**src/rtl/im_loader_pkg.sv**
```systemverilog
// Shared definitions for the instruction-memory loader: FSM encodings and IM geometry.
package im_loader_pkg;

    localparam int unsigned IM_BYTES = 1024;
    localparam int unsigned IM_WORDS = 256;

    typedef enum logic [1:0] {
        IDLE   = 2'b00,
        ACCEPT = 2'b01,
        WRITE  = 2'b10,
        DONE   = 2'b11
    } ld_state_t;

endpackage

```
**src/rtl/im_byte_serializer.sv**
```systemverilog
// Holds one accepted instruction word and presents it one byte lane at a time, lane 0 first.
module im_byte_serializer (
    input  logic        clk,
    input  logic        rst,
    input  logic        load,
    input  logic [31:0] data,
    input  logic        advance,
    output logic [7:0]  lane_byte,
    output logic        last_lane
);

    logic [31:0] buffer;
    logic [1:0]  lane;
    logic [1:0]  next_lane;

    assign next_lane = lane + 2'd1;
    assign last_lane = (lane == 2'd3);

    // lane_byte is registered so the memory sees a clean byte alongside mem_we
    always_ff @(posedge clk or posedge rst) begin
        if (rst) begin
            buffer    <= 32'd0;
            lane      <= 2'd0;
            lane_byte <= 8'd0;
        end else if (load) begin
            buffer    <= data;
            lane      <= 2'd0;
            lane_byte <= data[7:0];
        end else if (advance) begin
            lane      <= next_lane;
            lane_byte <= buffer[{next_lane, 3'b000} +: 8];
        end
    end

endmodule

```
**src/rtl/im_loader.sv**
```systemverilog
// Runtime writer for the byte-addressed IM: accepts 32-bit words and writes them little-endian.
// Optional IM_LOAD_CHECKSUM_EN adds a modulo-2^32 checksum of all accepted words.
module im_loader
    import im_loader_pkg::*;
#(
    parameter int unsigned ADDR_W    = 10,
    parameter int unsigned MAX_WORDS = 256
) (
    input  logic              clk,
    input  logic              rst,
    input  logic              start,
    input  logic              in_valid,
    input  logic [31:0]       in_data,
    input  logic              in_last,
    output logic              in_ready,
    output logic              mem_we,
    output logic [ADDR_W-1:0] mem_addr,
    output logic [7:0]        mem_wdata,
    output logic              busy,
    output logic              done,
    output logic              overflow,
`ifdef IM_LOAD_CHECKSUM_EN
    output logic [31:0]       checksum,
`endif
    output logic [ADDR_W-2:0] word_count
);

    ld_state_t         state;
    logic              last_flag;
    logic              accept_hs;
    logic              last_lane;
    logic [ADDR_W-2:0] count_inc;

    assign accept_hs = (state == ACCEPT) && in_valid && in_ready;
    assign count_inc = word_count + (ADDR_W-1)'(1);

    im_byte_serializer u_ser (
        .clk       (clk),
        .rst       (rst),
        .load      (accept_hs),
        .data      (in_data),
        .advance   ((state == WRITE) && !last_lane),
        .lane_byte (mem_wdata),
        .last_lane (last_lane)
    );

    // Word base address is derived from word_count, so the address never wraps past the top
    always_ff @(posedge clk or posedge rst) begin
        if (rst) begin
            state      <= IDLE;
            last_flag  <= 1'b0;
            in_ready   <= 1'b0;
            mem_we     <= 1'b0;
            mem_addr   <= '0;
            busy       <= 1'b0;
            done       <= 1'b0;
            overflow   <= 1'b0;
            word_count <= '0;
        end else begin
            done <= 1'b0;
            case (state)
                IDLE: begin
                    if (start) begin
                        state      <= ACCEPT;
                        busy       <= 1'b1;
                        in_ready   <= 1'b1;
                        word_count <= '0;
                        overflow   <= 1'b0;
                    end
                end
                ACCEPT: begin
                    if (accept_hs) begin
                        state     <= WRITE;
                        in_ready  <= 1'b0;
                        last_flag <= in_last;
                        mem_we    <= 1'b1;
                        mem_addr  <= ADDR_W'({word_count, 2'b00});
                    end
                end
                WRITE: begin
                    if (!last_lane) begin
                        mem_addr <= mem_addr + ADDR_W'(1);
                    end else begin
                        mem_we     <= 1'b0;
                        word_count <= count_inc;
                        if (last_flag) begin
                            state <= DONE;
                            done  <= 1'b1;
                        end else if (count_inc == (ADDR_W-1)'(MAX_WORDS)) begin
                            state    <= DONE;
                            done     <= 1'b1;
                            overflow <= 1'b1;
                        end else begin
                            state    <= ACCEPT;
                            in_ready <= 1'b1;
                        end
                    end
                end
                DONE: begin
                    state <= IDLE;
                    busy  <= 1'b0;
                end
                default: state <= IDLE;
            endcase
        end
    end

`ifdef IM_LOAD_CHECKSUM_EN
    always_ff @(posedge clk or posedge rst) begin
        if (rst) begin
            checksum <= 32'd0;
        end else if ((state == IDLE) && start) begin
            checksum <= 32'd0;
        end else if (accept_hs) begin
            checksum <= checksum + in_data;
        end
    end
`endif

endmodule
```
**config.mk**
```make
export PLATFORM = sky130hd
export DESIGN_NAME = im_loader
export DESIGN_NICKNAME = d
export VERILOG_FILES = /design/src/rtl/im_loader_pkg.sv /design/src/rtl/im_byte_serializer.sv /design/src/rtl/im_loader.sv
export SDC_FILE = /design/constraint.sdc
export NUM_CORES = 1
export LEC_CHECK = 0
export BUFFER_PORTS_ARGS = -buffer_cell sky130_fd_sc_hd__buf_2
export CAP_MARGIN = 20
export CORE_AREA = 5 5 72 123
export CTS_BUF_LIST = sky130_fd_sc_hd__clkbuf_8 sky130_fd_sc_hd__clkbuf_16
export DETAILED_ROUTE_END_ITERATION = 10
export DIE_AREA = 0 0 77 128
export PLACE_DENSITY = 0.66
export SETUP_SLACK_MARGIN = 0.5
export SYNTH_ARGS = -nofsm -noshare
export SYNTH_HDL_FRONTEND = slang
export SYNTH_SLANG_ARGS = --single-unit
```
**constraint.sdc**
```tcl
create_clock -name clk -period 2.95 [get_ports clk]
set_input_delay 0.4425 -clock clk [delete_from_list [all_inputs] [get_ports clk]]
set_output_delay 0.4425 -clock clk [all_outputs]
set_load 0.01 [all_outputs]
```
After elaboration in Yosys (flattened, before gate mapping):

Index checks and enable logic that the tools add are counted.

* word-level logic and storage cells: 81
* output and inout bits: 32
* bits in registers: 69
* input bits: 37

* equality and inequality tests: 12
* mux-type cells: 35
* reductions and logical operators: 18
* shift operators: 1
* $add $sub $neg: 3

Operators with widths (count)
* 32-bit by 6-bit variable part select with 8-bit output: 1
* 10-bit 2-to-1 mux: 2
* 10-bit one-hot mux with 2 select lines: 1
* 9-bit 2-to-1 mux: 2
* 9-bit one-hot mux with 2 select lines: 1
* 8-bit 2-to-1 mux: 2
* 1-bit 2-to-1 mux: 15
* 2-bit 2-to-1 mux: 7
* 2-bit != test (second input constant): 6
* 3-bit AND reduction: 4
* 10-bit by 1-bit adder with 10-bit output (second input constant): 1
* 9-bit by 1-bit adder with 9-bit output (second input constant): 1
* 9-bit == test (second input constant): 1
* 2-bit one-hot mux with 4 select lines: 1
* 2-bit nonzero test: 4
* 2-bit == test (second input constant): 3
* 1-bit one-hot mux with 2 select lines: 3
* 6-bit AND reduction: 1
* 5-bit AND reduction: 1
* 2-bit AND reduction: 2
* 1-bit logical AND: 3
* 1-bit one-hot mux with 3 select lines: 1
* 3-bit nonzero test: 1
* 2-bit by 1-bit adder with 2-bit output (second input constant): 1
* 4 further kinds: 4

Depth between registers and ports, before layout:

Gate-level depths: netlist of run 1.

* word-level depth: 6
* mapped depth: 7
* mapped depth without buffers: 5

By module:

A second synthesis of run 1 with hierarchy kept.

* cell total of the unflattened synthesis: 277
* area total of the unflattened synthesis: 3315.7 um^2

Modules (own cells, without submodules)
* im_byte_serializer: instances 1, area each 1823.0 um^2, cells each 114, seq. area each 1051.0 um^2
* im_loader: instances 1, area each 1492.7 um^2, cells each 163, seq. area each 675.6 um^2

Least setup slack after synthesis of run 1:

OpenSTA, ideal clock, no wires.

* kind: flip-flop to flip-flop
* from: reg u_ser.lane[0]
* to: reg u_ser.lane_byte[4]
* path buffers: 1
* setup slack: 1.387 ns
* period minus slack after synthesis: 1.563 ns
* stages on the path, launching flop included: 6
* setup time: 0.128 ns
* arrival: 1.435 ns
* required time: 2.822 ns
* cells stage by stage: dfrtp_1 ha_1 clkbuf_1 mux4_2 mux2i_1 o21ai_0

* cells in the longest elaborated chain, start to end: 4
* elaborated cells between the ends (all ways): 8
* those cells by class: 1 x add/sub; 1 x eq/ne; 1 x shift; 2 x mux; 3 x reduce/logical

Ends and longest elaborated chain
* from (decl): line im_byte_serializer.sv:13 `logic [1:0] lane;`
* from (signal assigned): line im_byte_serializer.sv:30 `lane <= next_lane;`
* 2-bit by 1-bit adder with 2-bit output or 2-bit == test (tied branches): line im_byte_serializer.sv:16, im_byte_serializer.sv:17
* 32-bit by 6-bit variable part select with 8-bit output or 1-bit zero test (tied branches)
* 8-bit 2-to-1 mux or 1-bit logical AND (tied branches): line im_byte_serializer.sv:29, im_loader.sv:42
* 8-bit 2-to-1 mux or 2-bit nonzero test (tied branches)
* to (signal assigned): line im_byte_serializer.sv:28 `lane_byte <= data[7:0];`
* to (signal assigned): line im_byte_serializer.sv:31 `lane_byte <= buffer[{next_lane, 3'b000} +: 8];`
* to (decl): line im_byte_serializer.sv:8 `output logic [7:0] lane_byte,`

Parallel ways exist; a longest one is shown, timed or not. The select of a mux whose other input is x is not followed.
A chain may end at the register's enable or synchronous reset.

Worst setup path in the final report of run 1:

* from: reg state[0]
* to: reg mem_addr[5]

* cells in the longest elaborated chain, start to end: 5
* elaborated cells between the ends (all ways): 9
* those cells by class: 4 x eq/ne; 1 x mux; 4 x reduce/logical

Ends and longest elaborated chain
* from (decl): line im_loader.sv:28 `ld_state_t state;`
* from (signal assigned): line im_loader.sv:50 `state <= IDLE;`
* from (signal assigned): line im_loader.sv:64 `state <= ACCEPT;`
* from (signal assigned): line im_loader.sv:73 `state <= WRITE;`
* 2-bit by 1-bit == test with 1-bit output: line im_loader.sv:34, im_loader.sv:61
* 1-bit logical AND (2 in series): line im_loader.sv:34 `assign accept_hs = (state == ACCEPT) && in_valid && in_ready;`
* 2-bit != test (no source line)
* 3-bit AND reduction (no source line)
* to (signal assigned): line im_loader.sv:77 `mem_addr <= ADDR_W'({word_count, 2'b00});`
* to (signal assigned): line im_loader.sv:82 `mem_addr <= mem_addr + ADDR_W'(1);`
* to (decl): line im_loader.sv:17 `output logic [ADDR_W-1:0] mem_addr,`

Parallel ways exist; a longest one is shown, timed or not.

==> metrics.cfg, run 1 <==
[yosys]
synth.avg_cell_area_um2 = 9.75
synth_top_area_cell = dfrtp_1
syn_area_um2 = 3340
netlist.area_leader.share_pct = 51.6
async_flop_share_pct = 100
synthCells = 343
synth_nets = 383
synth_common_cells = 119 x nand2_1, 69 x dfrtp_1, 25 x o21ai_0, 14 x a21oi_1, 14 x buf_2
synth_cell_types = 48
ys.flop_type = dfrtp_1
synth.yosys.seq_area_share_pct = 51.6
synth_edf_count = 0
synth-seq-cells = 69
ys_warn_count = 0
yosysMostFrequentCell = nand2_1
ys_top_cells_by_area = dfrtp_1 52%, nand2_1 13%, mux4_2 5.4%

[sta]
hold_viol_final = 0
worstMarginPinSlew_ns = 0.606
timing.hold.ws_ns = 0.180
min_period_ns = 1.72
setup_tns_ns = 0
relSlewSlack_pct = 59.5
rsz0062_at_grt = no
setup_viol_count_final = 0
fin_skew_ns = 0.00650
post-route-period-util_pct = 58.2
drv_slew = 0
fmaxAchievable_mhz = 582
timing.final.ws_setup_ns = 1.23

[place]
globalplace.congestion = 0.909
place_area_um2 = 3720
io_buffers = 68
dp_hpwl_mm = 5.51
post-place-cells = 484
place_ws_ns = 1.19

[power]
p_comb_share_pct = 36.5
powerDensity_nw_per_um2 = 1040
swShare_pct = 35.7
power_frac_seq_pct = 39.6
leakage_nw = 1.99
p_clk_share_pct = 23.8
p_int_mw = 2.67
p_total_mw = 4.15
p_switching_mw = 1.48
peakVddDrop_v = 0.000560

[critical_path]
crit_top_cell = a21oi_1
crit_path_start_kind = flop
crit_path_cell_trace = nand4b_4, nand2_4, a21oi_1, a21oi_1
slowest_delay_ns = 0.56
reg2reg_depth = 4
cp.required_ns = 3.20
crit_type = flop to flop
setup.worst_path.end_class = flop
crit_slowest_cell = dfrtp_1
worst-path-max-fanout = 37
cp.arrival_ns = 1.97
rr_startpoint = state[0]
crit-reg2reg-capture = mem_addr[5]
rrSetupSlack_ns = 1.23

[global_routing]
first_global_vias = 2832
antenna_found_initial = 0
grt_overflow = 0
grt_usage_pct = 16.6
grt_max_degree = 44
grt_pass1_wl_mm = 13.1

[hold_path]
hold_path.class = input pin to asynchronous set/reset pin

[routing]
dr.max_layer_used = met4
initialDrtViolationCount = 124
vias_per_cell = 5.44
drc_errors = 0
wire_per_inst_um = 15.3
met2_length_mm = 3.98
wl_met1_mm = 3.04
dr.pass1.iters = 4
wl_mm = 7.64
wl_met3_um = 429
num_vias = 2717
antenna_left = 0

[floorplan]
die-area_um2 = 9860
die_h_um = 128
core_um2 = 7800
rows = 43
start_util_pct = 42.9
die_w_um = 77
io_pins = 69

[clocking]
path_clk_slew_ns = 0.05
cts_resized = 0
cts.sinks = 69
cts_buffers = 9
max-clock-path-buffers = 2
cts_max_level = 3
hold_buffers = 0
cts_tree = done
post-cts-setup-buffers = 0
cts-root-buf = clkbuf_16
clk_latency_ns = 0.33

[cells_and_area]
seqCellArea_um2 = 1730
fillers = 742
area_delta_synth_final_pct = 19.5
multi_input_area_um2 = 1460
layout.core_utilization_pct = 51.2
layout.nets = 445
stdcell_area_um2 = 4000
drive_gt1_share_pct = 26.2
fin_cells = 499
antenna_cells = 0

[run_status]
outcome = finished clean

[flow_run]
maxCapViolations = 0

-- area by class of cell --
cell class                      instances  share of cell area [%]
Clock inverter                          3                   0.313
Timing Repair Buffer                   74                    9.96
Multi-Input combinational cell        246                    36.5
Inverter                                5                   0.470
Sequential cell                        69                    43.2
Clock buffer                           12                    6.67
Tap cell                               90                    2.82
-- power by group through the flow --
stage	logic (mW)	registers (mW)	clock network [mW]
floorplan	1.18	1.62	0
global placement	1.52	1.64	0
detailed placement	1.55	1.66	0
CTS	1.55	1.64	1.02
global route	1.73	1.70	1.07
finish	1.52	1.65	0.989
-- layout by cell type (no fill, tap or decap), types with 2 or more instances in the layout --
cell	Yosys	layout
mux2i_1	8	8
buf_2	14	68
a21oi_1	14	14
nor2b_1	2	2
o22ai_1	6	6
nor2_1	5	5
o31ai_1	3	3
nand4_1	6	6
nand3b_1	3	3
clkbuf_8	0	3
and3_1	2	2
inv_1	5	6
a31oi_1	2	2
ha_1	3	3
a2bb2oi_1	3	3
a21o_1	2	2
dfrtp_1	69	69
o21ai_0	25	25
buf_4	3	5
mux4_2	8	8
a21oi_2	2	2
clkbuf_16	0	9
nand3_1	10	10
nand2_1	119	119
-- worst max path at each step --
stage	start	end	slack, ns	cells after the start
floorplan	rst	busy	0.77	1
global placement	state[0]	mem_addr[6]	1.24	4
detailed placement	state[0]	mem_addr[5]	1.19	4
CTS	state[0]	mem_addr[5]	1.18	4
global route	state[0]	mem_addr[5]	0.99	4
finish	state[0]	mem_addr[5]	1.23	4
-- worst max-delay path: cells and delay by family, from the launching register on --
family	cells	cell delay (ns)
AND/OR/NAND/NOR	2	0.85
AO/OA/AOI/OAI	2	0.22
flip-flops	1	0.56
-- flip-flops by register name, indices dropped and copies added (netlist names) --
| register | count |
|---|---|
| word_count | 9 |
| overflow | 1 |
| busy | 1 |
| done | 1 |
| in_ready | 1 |
| state | 2 |
| u_ser.buffer | 32 |
| last_flag | 1 |
| u_ser.lane_byte | 8 |
| u_ser.lane | 2 |
| mem_addr | 10 |
| mem_we | 1 |
-- cell families (layout without fill, tap and decap cells) --
group                    Yosys count  count (layout)  synth area share [%]
flip-flops                        69              69                  51.6
AND/OR/NAND/NOR                  160             160                  22.0
adder cells (fa/ha/maj)            3               3                  1.12
buffers and inverters             28              94                  4.71
AO/OA/AOI/OAI                     65              65                  12.2
multiplexers                      16              16                  7.78
XOR/XNOR                           2               2                 0.524
-- per-layer routing --
| metal | vias up | GRT usage [%] |
|---|---|---|
| met5 | - | 0 |
| met4 | 0 | 8.00 |
| met3 | 17 | 4.43 |
| met2 | 91 | 28.9 |
| met1 | 1304 | 18.5 |
| li1 | 1305 | - |
Power figures use the tool's default switching activity.
==> run 2, diff against run 1 <==
- ABC_AREA: not set -> 1
- PLACE_DENSITY: 0.66 -> 0.68
- clock period: 2.95 -> 1.55 ns (I/O delays scaled with it)
==> run 2 against run 1 <==
Net effect: the run now ends with negative setup slack left; combinational power rose to 4.8 times the previous value; synthesized area increased by 0.41%; utilization rose by 25 points; sequential share of layout area is 14 points lower; clock skew grew 0.0048 ns; sequential power up 93%; register-to-register slack got worse by 1.4 ns; worst hold slack got worse by 0.078 ns; power rose to 3.1 times the previous value; critical path depth increased by 8; largest cell class is now multi-input gates; highest routed layer unchanged.
==> metrics.cfg, run 2 <==
[run_status]
outcome = complete, but fails checks
violations = negative setup slack

[routing]
wl_met3_um = 491
antenna_left = 0
wire_per_inst_um = 18.0
initialDrtViolationCount = 244
vias_per_cell = 5.45
wl_mm = 12.5
met2_length_mm = 7.23
dr.max_layer_used = met4
dr.pass1.iters = 4
num_vias = 3790
wl_met1_mm = 4.10
drc_errors = 0

[sta]
post-route-period-util_pct = 111
hold_viol_final = 0
rsz0062_at_grt = yes
timing.final.ws_setup_ns = -0.168
setup_viol_count_final = 10
relSlewSlack_pct = 63.4
drv_slew = 0
min_period_ns = 1.72
fmaxAchievable_mhz = 582
worstMarginPinSlew_ns = 0.545
setup_tns_ns = -0.638
fin_skew_ns = 0.0113

[yosys]
ys.flop_type = dfrtp_1
yosysMostFrequentCell = nand2_1
netlist.area_leader.share_pct = 51.4
synthCells = 430
synth_nets = 470
ys_top_cells_by_area = dfrtp_1 51%, nand2_1 16%, o21ai_0 7.6%
synth_common_cells = 146 x nand2_1, 69 x dfrtp_1, 51 x o21ai_0, 43 x inv_1, 25 x nor2_1
ys_warn_count = 0
syn_area_um2 = 3360
synth_top_area_cell = dfrtp_1
synth.avg_cell_area_um2 = 7.81
synth-seq-cells = 69
synth.yosys.seq_area_share_pct = 51.4
async_flop_share_pct = 100
synth_cell_types = 28
synth_edf_count = 0

[cells_and_area]
layout.nets = 640
fillers = 497
layout_common_cells = 83 x nand2_1, 62 x dfrtp_1, 60 x buf_2, 52 x buf_4, 47 x nand2_2
largest_register_ff_count = 32
regMostFlops = u_ser.buffer
largestRegisters = u_ser.buffer (32), mem_addr (10), word_count (9)
antenna_cells = 0
drive_gt1_share_pct = 56.2
area_delta_synth_final_pct = 76.0
final_common_cell = nand2_1
fin_cells = 695

[power]
p_clk_share_pct = 17.8
p_comb_share_pct = 57.2
leakage_nw = 2.95
p_int_mw = 7.53
power_frac_seq_pct = 25.0
p_total_mw = 12.7
peakVddDrop_v = 0.00159
p_switching_mw = 5.20
powerDensity_nw_per_um2 = 2150
swShare_pct = 40.8

[clocking]
max-clock-path-buffers = 2
cts_buffers = 9
cts_max_level = 3
cts.sinks = 69
path_clk_slew_ns = 0.06
clk_latency_ns = 0.34
cts_tree = done
cts-root-buf = clkbuf_16

[critical_path]
crit_type = flop to flop
setup.worst_path.end_class = flop
cp.arrival_ns = 1.93
cp.required_ns = 1.77
crit_path_start_kind = flop
worst-path-max-fanout = 3

[floorplan]
start_util_pct = 43.0
core_um2 = 7800
io_pins = 69
die-area_um2 = 9860
rows = 43
die_h_um = 128
die_w_um = 77

[place]
dp_hpwl_mm = 6.81
place_ws_ns = -0.0359
io_buffers = 68
post-place-cells = 599
globalplace.congestion = 0.819

[global_routing]
antenna_found_initial = 0
grt_pass1_wl_mm = 17.0
grt_max_degree = 27
grt_overflow = 0
grt_usage_pct = 21.7
first_global_vias = 3684

[flow_run]
maxCapViolations = 0

[hold_path]
hold_path.class = input pin to flop

run 2: worst paths after layout:
path,slack (ns),depth (start not counted),startpoint,end
setup / recovery,-0.17,12,word_count[0],in_ready
hold / removal,0.10,3,in_data[14],u_ser.buffer[14]
setup reg to reg,-0.17,12,word_count[0],in_ready
hold reg to reg,0.49,2,mem_we,mem_we
max in group asynchronous,0.65,4,rst,mem_addr[1]
min in group asynchronous,0.47,3,rst,u_ser.buffer[25]
run 2: cell families after synthesis:
| kind of cell | count (synthesis) | share of synthesized area, % |
|---|---|---|
| AND/OR/NAND/NOR | 206 | 25.1 |
| AO/OA/AOI/OAI | 86 | 14.3 |
| flip-flops | 69 | 51.4 |
| buffers and inverters | 66 | 8.05 |
| adder cells (fa/ha/maj) | 3 | 1.12 |
run 2: power by group through the flow:
| stage | clock network (mW) | registers (mW) | logic [mW] |
|---|---|---|---|
| floorplan | 0 | 3.11 | 2.86 |
| global placement | 0 | 3.04 | 4.07 |
| detailed placement | 0 | 3.08 | 4.16 |
| CTS | 2.27 | 3.06 | 5.79 |
| global route | 2.35 | 3.24 | 7.85 |
| finish | 2.26 | 3.18 | 7.28 |
run 2: final cells by class:
| cell class | instances | area (µm²) | share of cell area (%) |
|---|---|---|---|
| Sequential cell | 69 | 1740 | 29.4 |
| Timing Repair Buffer | 170 | 1450 | 24.6 |
| Timing Repair inverter | 5 | 62.6 | 1.06 |
| Multi-Input combinational cell | 296 | 1990 | 33.6 |
| Clock inverter | 5 | 73.8 | 1.25 |
| Clock buffer | 11 | 253 | 4.28 |
| Tap cell | 90 | 113 | 1.91 |
| Inverter | 49 | 234 | 3.96 |
run 2: per-stage QoR:
stage / hold slack [ns] / utilization (%) / instance area, µm²
finish: 0.102 / 75.7 / 5910
detailed placement: 0.308 / 52.1 / 4060
floorplan: 0.342 / - / 3540
global route: 0.116 / 75.7 / 5910
global placement: 0.305 / 52.1 / 4060
CTS: 0.0824 / 65.7 / 5130
run 2: layer usage:
layer	vias to the layer above	track usage, %
li1	1737	-
met1	1859	22.1
met2	140	41.0
met3	54	3.80
met4	0	11.4
met5	-	0
run 2: what timing repair did:
item                                    4_1_cts  5_1_grt
resized for setup                            94      148
pin swaps                                    23       39
hold endpoints to repair                     21        0
setup buffers                                47       23
gates cloned                                  3        6
endpoints found under the setup margin      100      149
hold buffers                                  1        0
run 2: worst max-delay path, cell delays in order (launching register included):
cell,delay [ns]
dfrtp_1,0.46
buf_6,0.13
buf_6,0.09
nand3_4,0.05
buf_4,0.13
nand2_1,0.08
nand3_1,0.10
nor2_1,0.10
nand3_1,0.12
nand2_1,0.12
nand2_2,0.09
nand3_2,0.08
nand2_2,0.05
